## config.mk

```make
export PLATFORM = sky130hd
export DESIGN_NAME = quadrature_decoder_ch_flat
export DESIGN_NICKNAME = d
export VERILOG_FILES = /design/src/rtl/quadrature_decoder_ch_if.sv /design/src/rtl/quadrature_decoder_ch.sv /design/src/flat_wrapper.sv
export SDC_FILE = /design/constraint.sdc
export NUM_CORES = 1
export LEC_CHECK = 0
export ABC_AREA = 1
export CAP_MARGIN = 20
export CELL_PAD_IN_SITES_DETAIL_PLACEMENT = 1
export CELL_PAD_IN_SITES_GLOBAL_PLACEMENT = 2
export CORE_UTILIZATION = 37
export CTS_CLUSTER_DIAMETER = 30
export CTS_CLUSTER_SIZE = 16
export DETAILED_ROUTE_END_ITERATION = 16
export DONT_BUFFER_PORTS = 1
export PLACE_DENSITY = 0.91
export SLEW_MARGIN = 20
export SYNTH_ARGS = -nofsm -noshare
export SYNTH_HDL_FRONTEND = slang
export SYNTH_SLANG_ARGS = --single-unit
```

## constraint.sdc

```tcl
create_clock -name clk -period 4.01 [get_ports clk]
set_clock_uncertainty 0.1 [all_clocks]
set_input_delay 0.6015 -clock clk [delete_from_list [all_inputs] [get_ports clk]]
set_output_delay 0.6015 -clock clk [all_outputs]
set_load 0.02 [all_outputs]
```

## src/rtl/quadrature_decoder_ch_if.sv

```systemverilog
// Decoder result bus: position, index, error and velocity outputs of quadrature_decoder_ch.
// The decoder drives the master side; the control loops read from the slave side.
interface quadrature_decoder_ch_if #(
  parameter int CNT_WIDTH = 32,
  parameter int VEL_WIDTH = 16,
  parameter int ERR_WIDTH = 8
);
  logic [CNT_WIDTH-1:0] position;
  logic                 step;
  logic                 direction;
  logic                 err;
  logic [ERR_WIDTH-1:0] err_count;
  logic                 index_pulse;
  logic [CNT_WIDTH-1:0] index_pos;
  logic [VEL_WIDTH-1:0] velocity;
  logic                 vel_valid;

  modport master (
    output position, step, direction, err, err_count,
           index_pulse, index_pos, velocity, vel_valid
  );

  modport slave (
    input position, step, direction, err, err_count,
          index_pulse, index_pos, velocity, vel_valid
  );
endinterface

```

## src/rtl/quadrature_decoder_ch.sv

```systemverilog
// x4 quadrature decoder: A/B/Z synchronise and stability-filter, then position, index capture,
// illegal-transition tracking and windowed, saturating velocity.
module quadrature_decoder_ch #(
  parameter int CNT_WIDTH  = 32,
  parameter int FILTER_LEN = 4,
  parameter int VEL_WINDOW = 1000,
  parameter int VEL_WIDTH  = 16,
  parameter int ERR_WIDTH  = 8
) (
  input  logic clk,
  input  logic rst,
  input  logic A,
  input  logic B,
  input  logic Z,
  input  logic index_clr_en,
  input  logic err_clr,
  quadrature_decoder_ch_if.master dec
);

  localparam int FW = (FILTER_LEN < 2) ? 1 : $clog2(FILTER_LEN + 1);
  localparam int WW = $clog2(VEL_WINDOW);
  localparam logic [VEL_WIDTH-1:0] VEL_MAX = {1'b0, {(VEL_WIDTH-1){1'b1}}};
  localparam logic [VEL_WIDTH-1:0] VEL_MIN = {1'b1, {(VEL_WIDTH-1){1'b0}}};

  // Bit order for the conditioned pins: [2]=Z, [1]=A, [0]=B
  logic [2:0]    pin;
  logic [2:0]    sync1;
  logic [2:0]    sync2;
  logic [2:0]    filt;
  logic [FW-1:0] flt_cnt [3];

  logic [1:0]    ab;
  logic [1:0]    prev_ab;
  logic          z_prev;
  logic          z_rise;
  logic          illegal;
  logic          valid;
  logic          up;

  logic [CNT_WIDTH-1:0] pos;
  logic                 step_r;
  logic                 dir_r;
  logic                 err_r;
  logic [ERR_WIDTH-1:0] err_cnt;
  logic                 idx_pulse_r;
  logic [CNT_WIDTH-1:0] idx_pos_r;

  logic [WW-1:0]        win_cnt;
  logic                 win_last;
  logic [VEL_WIDTH-1:0] acc;
  logic [VEL_WIDTH-1:0] acc_next;
  logic [VEL_WIDTH-1:0] vel_r;
  logic                 vel_valid_r;

  assign pin = {Z, A, B};

  always_ff @(posedge clk) begin
    if (rst) begin
      sync1 <= '0;
      sync2 <= '0;
    end else begin
      sync1 <= pin;
      sync2 <= sync1;
    end
  end

  // Filtered copy flips on the FILTER_LEN-th consecutive differing cycle, so the
  // counter only needs to reach FILTER_LEN-1 before the update edge.
  always_ff @(posedge clk) begin
    if (rst) begin
      filt <= '0;
      for (int unsigned i = 0; i < 3; i++) flt_cnt[i] <= '0;
    end else begin
      for (int unsigned i = 0; i < 3; i++) begin
        if (sync2[i] == filt[i]) begin
          flt_cnt[i] <= '0;
        end else if (flt_cnt[i] == FW'(FILTER_LEN - 1)) begin
          filt[i]    <= sync2[i];
          flt_cnt[i] <= '0;
        end else begin
          flt_cnt[i] <= flt_cnt[i] + FW'(1);
        end
      end
    end
  end

  assign ab      = filt[1:0];
  assign illegal = &(ab ^ prev_ab);
  assign valid   = ^(ab ^ prev_ab);
  assign z_rise  = filt[2] & ~z_prev;

  always_comb begin
    up = 1'b0;
    case ({prev_ab, ab})
      4'b00_10, 4'b10_11, 4'b11_01, 4'b01_00: up = 1'b1;
      default:                                up = 1'b0;
    endcase
  end

  always_ff @(posedge clk) begin
    if (rst) begin
      prev_ab     <= '0;
      z_prev      <= 1'b0;
      pos         <= '0;
      step_r      <= 1'b0;
      dir_r       <= 1'b0;
      idx_pulse_r <= 1'b0;
      idx_pos_r   <= '0;
    end else begin
      prev_ab     <= ab;
      z_prev      <= filt[2];
      step_r      <= valid;
      idx_pulse_r <= z_rise;
      if (valid) dir_r <= up;
      if (z_rise) idx_pos_r <= pos;
      // Index clear overrides a coincident step; the step still strobes and counts for velocity.
      if (z_rise && index_clr_en) begin
        pos <= '0;
      end else if (valid) begin
        pos <= up ? pos + CNT_WIDTH'(1) : pos - CNT_WIDTH'(1);
      end
    end
  end

  always_ff @(posedge clk) begin
    if (rst) begin
      err_r   <= 1'b0;
      err_cnt <= '0;
    end else if (err_clr) begin
      err_r   <= illegal;
      err_cnt <= illegal ? ERR_WIDTH'(1) : '0;
    end else if (illegal) begin
      err_r <= 1'b1;
      if (err_cnt != '1) err_cnt <= err_cnt + ERR_WIDTH'(1);
    end
  end

  always_comb begin
    acc_next = acc;
    if (valid && up && acc != VEL_MAX) begin
      acc_next = acc + VEL_WIDTH'(1);
    end else if (valid && !up && acc != VEL_MIN) begin
      acc_next = acc - VEL_WIDTH'(1);
    end
  end

  assign win_last = (win_cnt == WW'(VEL_WINDOW - 1));

  always_ff @(posedge clk) begin
    if (rst) begin
      win_cnt     <= '0;
      acc         <= '0;
      vel_r       <= '0;
      vel_valid_r <= 1'b0;
    end else begin
      vel_valid_r <= win_last;
      if (win_last) begin
        win_cnt <= '0;
        acc     <= '0;
        vel_r   <= acc_next;
      end else begin
        win_cnt <= win_cnt + WW'(1);
        acc     <= acc_next;
      end
    end
  end

  assign dec.position    = pos;
  assign dec.step        = step_r;
  assign dec.direction   = dir_r;
  assign dec.err         = err_r;
  assign dec.err_count   = err_cnt;
  assign dec.index_pulse = idx_pulse_r;
  assign dec.index_pos   = idx_pos_r;
  assign dec.velocity    = vel_r;
  assign dec.vel_valid   = vel_valid_r;

endmodule

```

## src/flat_wrapper.sv

```systemverilog
// flat-port wrapper written by rule: the top's interface ports become plain ports
module quadrature_decoder_ch_flat 
#(
  parameter int CNT_WIDTH  = 32,
  parameter int FILTER_LEN = 4,
  parameter int VEL_WINDOW = 1000,
  parameter int VEL_WIDTH  = 16,
  parameter int ERR_WIDTH  = 8
)
  (clk, rst, A, B, Z, index_clr_en, err_clr, dec_position, dec_step, dec_direction, dec_err, dec_err_count, dec_index_pulse, dec_index_pos, dec_velocity, dec_vel_valid);
  quadrature_decoder_ch_if #(.CNT_WIDTH(CNT_WIDTH), .VEL_WIDTH(VEL_WIDTH), .ERR_WIDTH(ERR_WIDTH)) dec_i ();
  input  logic clk;
  input  logic rst;
  input  logic A;
  input  logic B;
  input  logic Z;
  input  logic index_clr_en;
  input  logic err_clr;
  output wire logic [$bits(dec_i.position)-1:0] dec_position;
  output wire logic [$bits(dec_i.step)-1:0] dec_step;
  output wire logic [$bits(dec_i.direction)-1:0] dec_direction;
  output wire logic [$bits(dec_i.err)-1:0] dec_err;
  output wire logic [$bits(dec_i.err_count)-1:0] dec_err_count;
  output wire logic [$bits(dec_i.index_pulse)-1:0] dec_index_pulse;
  output wire logic [$bits(dec_i.index_pos)-1:0] dec_index_pos;
  output wire logic [$bits(dec_i.velocity)-1:0] dec_velocity;
  output wire logic [$bits(dec_i.vel_valid)-1:0] dec_vel_valid;
  assign dec_position = dec_i.position;
  assign dec_step = dec_i.step;
  assign dec_direction = dec_i.direction;
  assign dec_err = dec_i.err;
  assign dec_err_count = dec_i.err_count;
  assign dec_index_pulse = dec_i.index_pulse;
  assign dec_index_pos = dec_i.index_pos;
  assign dec_velocity = dec_i.velocity;
  assign dec_vel_valid = dec_i.vel_valid;
  quadrature_decoder_ch #(.CNT_WIDTH(CNT_WIDTH), .FILTER_LEN(FILTER_LEN), .VEL_WINDOW(VEL_WINDOW), .VEL_WIDTH(VEL_WIDTH), .ERR_WIDTH(ERR_WIDTH)) u_core (.clk(clk), .rst(rst), .A(A), .B(B), .Z(Z), .index_clr_en(index_clr_en), .err_clr(err_clr), .dec(dec_i));
endmodule
```

==> results.cfg, run 1 <==
[floorplan]
coreArea_mm2 = 0.0226
floorplan.die.width_um = 154
die_h_um = 154
floorplan.die_area_mm2 = 0.0237
number_of_cell_rows = 55
start_util_pct = 37.8
num_io_pins = 100

[global_routing]
first_global_vias = 8502
grt_first_pass_wirelength_um = 42800
global_route.overflow_total = 0
grt_antenna_before_repair = 1
grt_start_max_net_pins = 65
all_layer_global_routing_usage_pct = 22.8

[yosys]
synth_compound_area_share_pct = 11.2
average_footprint_of_a_synthesized_cell_um2 = 6.27
synth_area_in_simple_gates_pct = 31.9
ys_seq_elements = 140
netlist-cell-type-count = 42
synth_seq_area_share_pct = 33.8
mux_contribution_to_synthesized_area_pct = 0
synthesis.instances = 1363
synth_xor_xnor_area_share_pct = 3.69
synthFlopType = sky130_fd_sc_hd__dfxtp_1
yosys_warnings = 0
number_of_enable_type_register_cells_in_the_synthesized_netlist = 9
synth_area_mm2 = 0.00855
synth-adder-area-share_pct = 6.38
main_combinational_cell_family_by_area_after_synthesis = simple AND/OR/NAND/NOR gates
async_flop_share_pct = 0

[placement]
place_hpwl_um = 19700
buffer_ports.inserted = 0
place_congestion = 0.903

[drt]
routed_via_density = 4.96
route.vias.total = 8249
drt_first_pass_iters = 4
drtAntennaViolNets = 0
drc = 0
drt-wirelength-per-cell_um = 15.6
drt_iter0_drc = 325
routed_wl_um = 26000

[worst_hold_path]
hold_path_depth = 1
worstHoldPathType = in -> reg
holdPathEnd = u_core.dec.err_count[7]
holdCritStartpoint = rst

[clock_tree]
tritoncts.num_buffers = 17
post_cts_setup_buffer_count = 0
clock_tree.htree_level_count = 4
cts_max_path_buffers = 2
ctsResizeCount = 0
cts_tree = done
clk_root_buffer_cell = sky130_fd_sc_hd__clkbuf_16
cts-hold-fix-buffers = 0
worst_skew_pair.late_latency_ns = 0.43
number_of_sinks_driven_by_the_clock_tree = 140
clk_pin_slew_worst_paths_ns = 0.07

[critical_path]
critical_path.max_fanout = 33
crit_arrival_ns = 3.45
reg2reg_setup_slack_ns = 0.78
worst-endpoint-required_ns = 4.24
r2r.worst_path.cells = 14
crit_path_cell_trace = xor2_1 > nand2_2 > ha_1 > nand2_1 > nor2_1 > nand2_1 > nand3b_1 > nand2_1 > nand2_1 > nand2_1 > nand3_1 > nand3_1 > nand2_1 > inv_1
critical-path-slowest-cell = sky130_fd_sc_hd__ha_1
timing.critical_path.slowest_cell_delay_ns = 0.61
timing.critical_path.max_delay_family = simple AND/OR/NAND/NOR gates
worstReg2RegStart = u_core.filt[1]
critical_path.reg2reg.endpoint = u_core.dec.position[30]
end_kind = flop
crit_path_start_kind = flop
cp.buffers_inverters = 1
worstSetupPathType = reg -> reg
crit_top_cell = sky130_fd_sc_hd__nand2_1

[sta]
period_share_pct = 80.5
setup_viol = 0
slew-limit-headroom_pct = 44.9
final_report_hold_violation_count = 0
period_minus_slack_ns = 3.23
rsz0062_at_grt = no
fmax_mhz = 310
tightest_slew_ns = 0.824
finalMaxSlewViolations = 0
final.setup.tns_ns = 0

[layout]
final_common_cell = sky130_fd_sc_hd__nand2_1
area.growth.synth_to_final_pct = 10.0
finish.utilization_pct = 41.5
layout_common_cells = sky130_fd_sc_hd__nand2_1 (437), sky130_fd_sc_hd__inv_1 (247), sky130_fd_sc_hd__dfxtp_1 (131), sky130_fd_sc_hd__nor2_1 (115), sky130_fd_sc_hd__a21oi_1 (109)
post_route_cells_drive_above_1_share_pct = 4.00
design.final.nets = 1413

[flow_run]
max-cap-violations = 0

[pwr]
worst_ir_drop_vdd_v = 0.000205
pwr_density_cell_mw_per_mm2 = 534
leakage_dissipation_nw = 4.89

[outcome]
run_status = completed
cells by family after synthesis:
group           after synthesis
compound gates              184
fa+ha+maj                    43
xor+xnor                     36
simple gates                673
buf+inv                     286
flops                       140
other cells                   1
routing by layer:
layer / share of wire [%] / track usage [%]
met1: 44 / 25.5
met2: 52 / 43.2
met3: 2.9 / 4.37
met4: 1.7 / 6.81
met5: 0 / 0
report_power, final:
part | total [mW] | switching [mW] | internal, mW
registers | 1.69 | 0.191 | 1.50
clock network | 1.55 | 0.712 | 0.834
logic | 1.79 | 1.22 | 0.569
how the worst max path moves through the flow:
stage	startpoint	cells after the start	slack [ns]	endpoint
CTS	u_core.filt[0]	12	0.71	u_core.dec.position[20]
detailed placement	u_core.filt[1]	12	0.74	u_core.dec.position[20]
finish	u_core.filt[1]	14	0.78	u_core.dec.position[30]
global route	u_core.filt[1]	12	0.50	u_core.dec.position[20]
global placement	u_core.filt[1]	12	0.81	u_core.dec.position[20]
floorplan	u_core.filt[1]	13	1.50	u_core.dec.position[28]
flip-flops by register name, summed over array words and instances, names as in the netlist:
register / flops
u_core.filt: 3
u_core.dec.direction: 1
u_core.flt_cnt: 9
u_core.dec.index_pulse: 1
u_core.dec.index_pos: 32
u_core.dec.position: 32
u_core.dec.vel_valid: 1
u_core.win_cnt: 10
u_core.z_prev: 1
u_core.dec.err_count: 8
u_core.dec.step: 1
u_core.dec.velocity: 16
u_core.sync1: 3
u_core.prev_ab: 2
u_core.acc: 16
u_core.sync2: 3
u_core.dec.err: 1
through the flow:
stage / instance area, µm² / hold slack [ns] / power, mW / setup slack [ns] / cells
finish: 9410 / 0.129 / 5.02 / 0.783 / 1662
global route: 9400 / 0.107 / 5.42 / 0.495 / 1661
detailed placement: 8840 / 0.300 / 3.50 / 0.736 / 1629
global placement: 8840 / 0.298 / 3.47 / 0.810 / 1629
floorplan: 8580 / 0.288 / 3.02 / 1.50 / 1371
CTS: 9400 / 0.112 / 5.09 / 0.709 / 1661
worst reg2reg max path, delay by kind of cell, from the launching register on:
kind	cells	cell delay (ns)
XOR/XNOR	1	0.20
flip-flops	1	0.44
AND/OR/NAND/NOR	11	1.72
buffers and inverters	1	0.04
adder cells (fa/ha/maj)	1	0.62
synth_stat cells, types with 2 or more instances:
cell type / n / share of area, %
sky130_fd_sc_hd__xnor2_1: 4 / 0.41
sky130_fd_sc_hd__buf_1: 4 / 0.18
sky130_fd_sc_hd__buf_4: 2 / 0.18
sky130_fd_sc_hd__nor2_1: 116 / 5.1
sky130_fd_sc_hd__nand2_1: 437 / 19
sky130_fd_sc_hd__and2_1: 5 / 0.37
sky130_fd_sc_hd__buf_6: 2 / 0.26
sky130_fd_sc_hd__clkbuf_1: 19 / 0.83
sky130_fd_sc_hd__nor3_1: 19 / 1.1
sky130_fd_sc_hd__inv_1: 247 / 11
sky130_fd_sc_hd__o21ai_0: 61 / 3.6
sky130_fd_sc_hd__nand2_2: 3 / 0.22
sky130_fd_sc_hd__a21oi_1: 109 / 6.4
sky130_fd_sc_hd__xor2_1: 32 / 3.3
sky130_fd_sc_hd__o211ai_1: 5 / 0.44
sky130_fd_sc_hd__nand4_1: 13 / 0.95
sky130_fd_sc_hd__buf_2: 7 / 0.41
sky130_fd_sc_hd__inv_2: 3 / 0.13
sky130_fd_sc_hd__ha_1: 42 / 6.1
sky130_fd_sc_hd__nand3_1: 73 / 4.3
sky130_fd_sc_hd__dfxtp_1: 131 / 31
sky130_fd_sc_hd__edfxtp_1: 9 / 3.2
area by class of cell:
class,instances,area (µm²)
fill,3056,13200
sequential,140,2890
multi-input combinational,945,4590
inverter,252,948
tap,285,357
antenna,1,2.50
clock buffer,18,439
clock inverter,14,129
timing repair buffer,7,52.6
Power figures use the tool's default switching activity.
==> inputs of run 2 (changes only) <==
--- a/config.mk
+++ b/config.mk
@@ -9,12 +9,12 @@
 export CAP_MARGIN = 20
 export CELL_PAD_IN_SITES_DETAIL_PLACEMENT = 1
 export CELL_PAD_IN_SITES_GLOBAL_PLACEMENT = 2
-export CORE_UTILIZATION = 37
+export CORE_UTILIZATION = 31
 export CTS_CLUSTER_DIAMETER = 30
 export CTS_CLUSTER_SIZE = 16
 export DETAILED_ROUTE_END_ITERATION = 16
 export DONT_BUFFER_PORTS = 1
-export PLACE_DENSITY = 0.91
+export PLACE_DENSITY = 0.82
 export SLEW_MARGIN = 20
 export SYNTH_ARGS = -nofsm -noshare
 export SYNTH_HDL_FRONTEND = slang
==> constraint.sdc (replaced) <==
create_clock -name clk -period 2.96 [get_ports clk]
set_clock_uncertainty 0.1 [all_clocks]
set_input_delay 0.444 -clock clk [delete_from_list [all_inputs] [get_ports clk]]
set_output_delay 0.444 -clock clk [all_outputs]
set_load 0.02 [all_outputs]
==> run 2 against run 1 <==
Effect of this change:
- routed wire length rose by 2.8%
- sequential share of layout area shrank 0.55 points
- sequential power increased by 35%
==> results.cfg, run 2 (synthesis results as in run 1) <==
[critical_path]
end_kind = flop
worstSetupPathType = reg -> reg
critical_path.max_fanout = 20
crit_path_cell_trace = xor2_1 > nand2_2 > buf_4 > ha_1 > nand2_1 > nor2_2 > inv_1 > nor2_1 > nand3_1 > nand3_1 > nor2_1 > o21ai_0 > inv_1
crit_path_start_kind = flop
worst-endpoint-required_ns = 3.19
crit_arrival_ns = 2.92
timing.critical_path.slowest_cell_delay_ns = 0.40
critical-path-slowest-cell = sky130_fd_sc_hd__dfxtp_2

[drt]
routed_via_density = 4.74
drt_first_pass_iters = 4
drt_iter0_drc = 401
drt-wirelength-per-cell_um = 15.5
drc = 0
routed_wl_um = 26700
drtAntennaViolNets = 0
route.vias.total = 8163

[floorplan]
number_of_cell_rows = 60
floorplan.die.width_um = 168
coreArea_mm2 = 0.0270
floorplan.die_area_mm2 = 0.0282
start_util_pct = 31.6
num_io_pins = 100
die_h_um = 168

[layout]
ant_diodes = 0
area.growth.synth_to_final_pct = 12.1
post_route_cells_drive_above_1_share_pct = 5.07
final_common_cell = sky130_fd_sc_hd__nand2_1
design.final.nets = 1419
layout_common_cells = sky130_fd_sc_hd__nand2_1 (433), sky130_fd_sc_hd__inv_1 (247), sky130_fd_sc_hd__dfxtp_1 (129), sky130_fd_sc_hd__nor2_1 (113), sky130_fd_sc_hd__a21oi_1 (109)
stdcell_area_mm2 = 0.00959
instances_no_fill = 1722
finish.utilization_pct = 35.5

[clock_tree]
clock_tree.htree_level_count = 4
worst_skew_pair.late_latency_ns = 0.44
number_of_sinks_driven_by_the_clock_tree = 140
cts_max_path_buffers = 2
cts_tree = done
tritoncts.num_buffers = 17
clk_pin_slew_worst_paths_ns = 0.07
clk_root_buffer_cell = sky130_fd_sc_hd__clkbuf_16

[placement]
place_congestion = 0.883
post_dp_cell_area_mm2 = 0.00896
place_hpwl_um = 20500
buffer_ports.inserted = 0
post-place-cells = 1690

[pwr]
leakage_dissipation_nw = 4.92
worst_ir_drop_vdd_v = 0.000290
pwr_density_cell_mw_per_mm2 = 724

[global_routing]
first_global_vias = 8292
grt_antenna_before_repair = 1
grt_start_max_net_pins = 65
grt_first_pass_wirelength_um = 44000
global_route.overflow_total = 0
all_layer_global_routing_usage_pct = 19.7

[flow_run]
max-cap-violations = 0

[sta]
period_share_pct = 90.9
fin_worst_hold_slack_ns = 0.0120
setup_viol = 0
period_minus_slack_ns = 2.69
tightest_slew_ns = 0.790
final.setup.tns_ns = 0
rsz0062_at_grt = no
final_report_hold_violation_count = 0
fmax_mhz = 372
finalMaxSlewViolations = 0
slew-limit-headroom_pct = 47.3

[outcome]
run_status = completed

[worst_hold_path]
worstHoldPathType = in -> reg
-- run 2: worst paths after layout --
| kind | slack (ns) | cells past startpoint | from | endpoint |
|---|---|---|---|---|
| hold reg to reg | 0.30 | 2 | u_core.sync1[0] | u_core.sync2[0] |
| setup reg to reg | 0.27 | 13 | u_core.filt[1] | u_core.dec.position[20] |
| hold / removal | 0.01 | 2 | A | u_core.sync1[1] |
| setup / recovery | 0.27 | 13 | u_core.filt[1] | u_core.dec.position[20] |
-- run 2: through the flow --
stage               setup WS (ns)  power [mW]
detailed placement         0.0636        4.79
CTS                        0.0359        6.99
global placement           0.0850        4.75
floorplan                   0.454        4.09
global route              0.00402        7.49
finish                      0.269        6.94
-- run 2: cell type report --
type	count	area, µm²
Clock inverter	12	139
Sequential cell	140	2900
Inverter	252	948
Timing Repair Buffer	13	113
Fill cell	3522	17400
Multi-Input combinational cell	945	4630
Clock buffer	19	433
Tap cell	341	427
-- run 2: layer usage --
metal | vias to the layer above | wire, µm | track usage (%)
met2 | 95 | 12400 | 33.4
met5 | - | 0 | 0
met1 | 3809 | 12700 | 25.1
li1 | 4235 | - | -
met4 | 0 | 353 | 4.98
met3 | 24 | 1170 | 4.80
-- run 2: power by group --
group / leakage, nW / switching, mW / internal, mW
Sequential: 1.16 / 0.251 / 2.03
Clock: 0.275 / 0.916 / 1.25
Combinational: 3.48 / 1.70 / 0.798
Total: 4.92 / 2.87 / 4.07
-- run 2: timing repair --
| item | in CTS | in global routing |
|---|---|---|
| setup endpoints to repair | 0 | 15 |
| hold buffers | 1 | 0 |
| gates resized for setup | 0 | 14 |
| endpoints found under the hold margin | 13 | 0 |
| setup buffers | 0 | 0 |
-- run 2: critical path, delay by kind of cell (launching register included) --
kind,cells,cell delay (ns)
and+or+nand+nor,7,0.97
DFF,1,0.40
adders and majority gates,1,0.40
buffers and inverters,3,0.36
xor gates and xnor gates,1,0.19
AOI/OAI and AO/OA,1,0.16
==> inputs of run 3 (changes only) <==
--- a/config.mk
+++ b/config.mk
@@ -9,12 +9,13 @@
 export CAP_MARGIN = 20
 export CELL_PAD_IN_SITES_DETAIL_PLACEMENT = 1
 export CELL_PAD_IN_SITES_GLOBAL_PLACEMENT = 2
-export CORE_UTILIZATION = 31
+export CORE_UTILIZATION = 32
+export CTS_BUF_LIST = sky130_fd_sc_hd__clkbuf_4
 export CTS_CLUSTER_DIAMETER = 30
 export CTS_CLUSTER_SIZE = 16
 export DETAILED_ROUTE_END_ITERATION = 16
 export DONT_BUFFER_PORTS = 1
-export PLACE_DENSITY = 0.82
+export PLACE_DENSITY_LB_ADDON = 0.1
 export SLEW_MARGIN = 20
 export SYNTH_ARGS = -nofsm -noshare
 export SYNTH_HDL_FRONTEND = slang
==> run 3 against run 2 <==
Effect of this change:
- the run now ends with DRC left
- final area fell by 2.1%
- fmax fell by 1.7%
- total power fell by 11%
- combinational power barely moved
- hold slack improved by 0.096 ns
- sequential share of layout area rose by 0.63 points
- die area fell by 3.1%
- cell count rose by 0.70%
- count of clock-buffer cells in the layout fell by 2
- critical endpoint is now u_core.dec.err_count[7]
- largest power group unchanged
- highest routed layer unchanged
==> results.cfg, run 3 (synthesis results as in run 1) <==
[floorplan]
die_h_um = 165
start_util_pct = 32.7
coreArea_mm2 = 0.0261
floorplan.die_area_mm2 = 0.0274
num_io_pins = 100
floorplan.die.width_um = 165
number_of_cell_rows = 59

[drt]
drc = 18
routed_wl_um = 27700
route.vias.total = 8232
routed_via_density = 4.75
drt_first_pass_iters = 10
drtAntennaViolNets = 0
drt-wirelength-per-cell_um = 16.0
drt_iter0_drc = 269

[critical_path]
timing.critical_path.slowest_cell_delay_ns = 0.58
critical_path.max_fanout = 7
crit_path_cell_trace = ha_1 > nand2_1 > nor2_1 > inv_1 > nor2_1 > nand3_1 > o21ai_0 > inv_1 > nand2_1 > a21oi_1 > dlygate4sd3_1
crit_arrival_ns = 3.13
worst-endpoint-required_ns = 3.35
worstSetupPathType = reg -> reg
crit_path_start_kind = flop
end_kind = flop
critical-path-slowest-cell = sky130_fd_sc_hd__dlygate4sd3_1

[placement]
dp_worst_setup_slack_ns = 0.125
place_congestion = 0.820
buffer_ports.inserted = 0
place_hpwl_um = 21500
post_dp_cell_area_mm2 = 0.00901

[global_routing]
all_layer_global_routing_usage_pct = 21.1
grt_start_max_net_pins = 65
first_global_vias = 8371
grt_antenna_before_repair = 1
grt_first_pass_wirelength_um = 44400
global_route.overflow_total = 0

[sta]
final_report_hold_violation_count = 0
fmax_mhz = 366
slew-limit-headroom_pct = 57.7
final.setup.tns_ns = 0
setup_viol = 0
tightest_slew_ns = 0.632
setup_slack_ns = 0.224
period_minus_slack_ns = 2.74
rsz0062_at_grt = no
finalMaxSlewViolations = 0
period_share_pct = 92.4

[layout]
post_route_cells_drive_above_1_share_pct = 5.15
multiInputGateArea_mm2 = 0.00459
stdcell_area_mm2 = 0.00939
design.final.nets = 1435
fillerInstances = 3508
area.growth.synth_to_final_pct = 9.81
layout_common_cells = sky130_fd_sc_hd__nand2_1 (437), sky130_fd_sc_hd__inv_1 (247), sky130_fd_sc_hd__dfxtp_1 (130), sky130_fd_sc_hd__nor2_1 (114), sky130_fd_sc_hd__a21oi_1 (109)
final_common_cell = sky130_fd_sc_hd__nand2_1
finish.utilization_pct = 35.9
seq_area_mm2 = 0.00289

[pwr]
worst_ir_drop_vdd_v = 0.000222
pwr_density_cell_mw_per_mm2 = 655
leakage_dissipation_nw = 4.87
fin_total_pwr_mw = 6.15

[clock_tree]
number_of_sinks_driven_by_the_clock_tree = 140
clock_tree.htree_level_count = 4
worst_skew_pair.late_latency_ns = 0.59
cts_max_path_buffers = 2
tritoncts.num_buffers = 17
post_cts_setup_buffer_count = 0
clk_pin_slew_worst_paths_ns = 0.16
cts_tree = done
clk_root_buffer_cell = sky130_fd_sc_hd__clkbuf_4

[outcome]
violations = DRC
run_status = finished, violations left

[worst_hold_path]
worstHoldPathType = in -> reg

[flow_run]
max-cap-violations = 0
-- run 3: cell types whose count changed in the layout (fill, tap and decap cells not counted), sizes merged --
| cell | change |
|---|---|
| buf | +10 |
| bufinv | -1 |
| clkbuf | -2 |
| diode | +1 |
| dlygate4sd3 | +6 |
| inv | +4 |
-- run 3: worst max-delay path, delay by kind of cell, from the launching register on --
family,cells,cell delay [ns]
fa+ha+maj,1,0.25
simple gates,5,0.55
compound gates,2,0.32
buf+inv,3,0.95
flops,1,0.49
-- run 3: per-layer routing --
| metal | global-route usage [%] | routed length, µm |
|---|---|---|
| met1 | 26.5 | 13200 |
| met3 | 3.95 | 887 |
| met2 | 37.1 | 13400 |
| met4 | 4.21 | 226 |
| met5 | 0 | 0 |
-- run 3: path summary, 6_finish.rpt --
| kind | start | slack, ns | cells past startpoint | endpoint |
|---|---|---|---|---|
| min reg2reg | u_core.sync1[2] | 0.30 | 2 | u_core.sync2[2] |
| max | u_core.dec.err_count[1] | 0.22 | 11 | u_core.dec.err_count[7] |
| min | rst | 0.11 | 3 | u_core.dec.err_count[6] |
| max reg2reg | u_core.dec.err_count[1] | 0.22 | 11 | u_core.dec.err_count[7] |
-- run 3: cell type report --
class	instances	share of cell area (%)
Multi-Input combinational cell	945	48.9
Antenna cell	1	0.0267
Tap cell	335	4.47
Sequential cell	140	30.8
Clock inverter	15	1.83
Inverter	252	10.1
Clock buffer	17	1.36
Timing Repair Buffer	29	2.51
-- run 3: report_power, final --
part	leakage, nW	total [mW]	switching [mW]	internal [mW]
Combinational	3.56	2.50	1.69	0.807
Clock	0.157	1.38	0.922	0.462
Sequential	1.16	2.27	0.240	2.03
Total	4.87	6.15	2.85	3.30
-- run 3: through the flow --
| step | cells | hold WS, ns |
|---|---|---|
| 3_5_place_dp | 1694 | 0.298 |
| 6_report | 1734 | 0.108 |
| 3_3_place_gp | 1694 | 0.298 |
| 4_1_cts | 1732 | 0.00572 |
| 2_1_floorplan | 1371 | 0.288 |
| 5_1_grt | 1734 | 0.0693 |
-- run 3: what timing repair did --
item	in CTS	in global routing
hold buffers	6	1
gates resized for setup	0	2
endpoints found under the setup margin	0	6
endpoints found under the hold margin	19	1
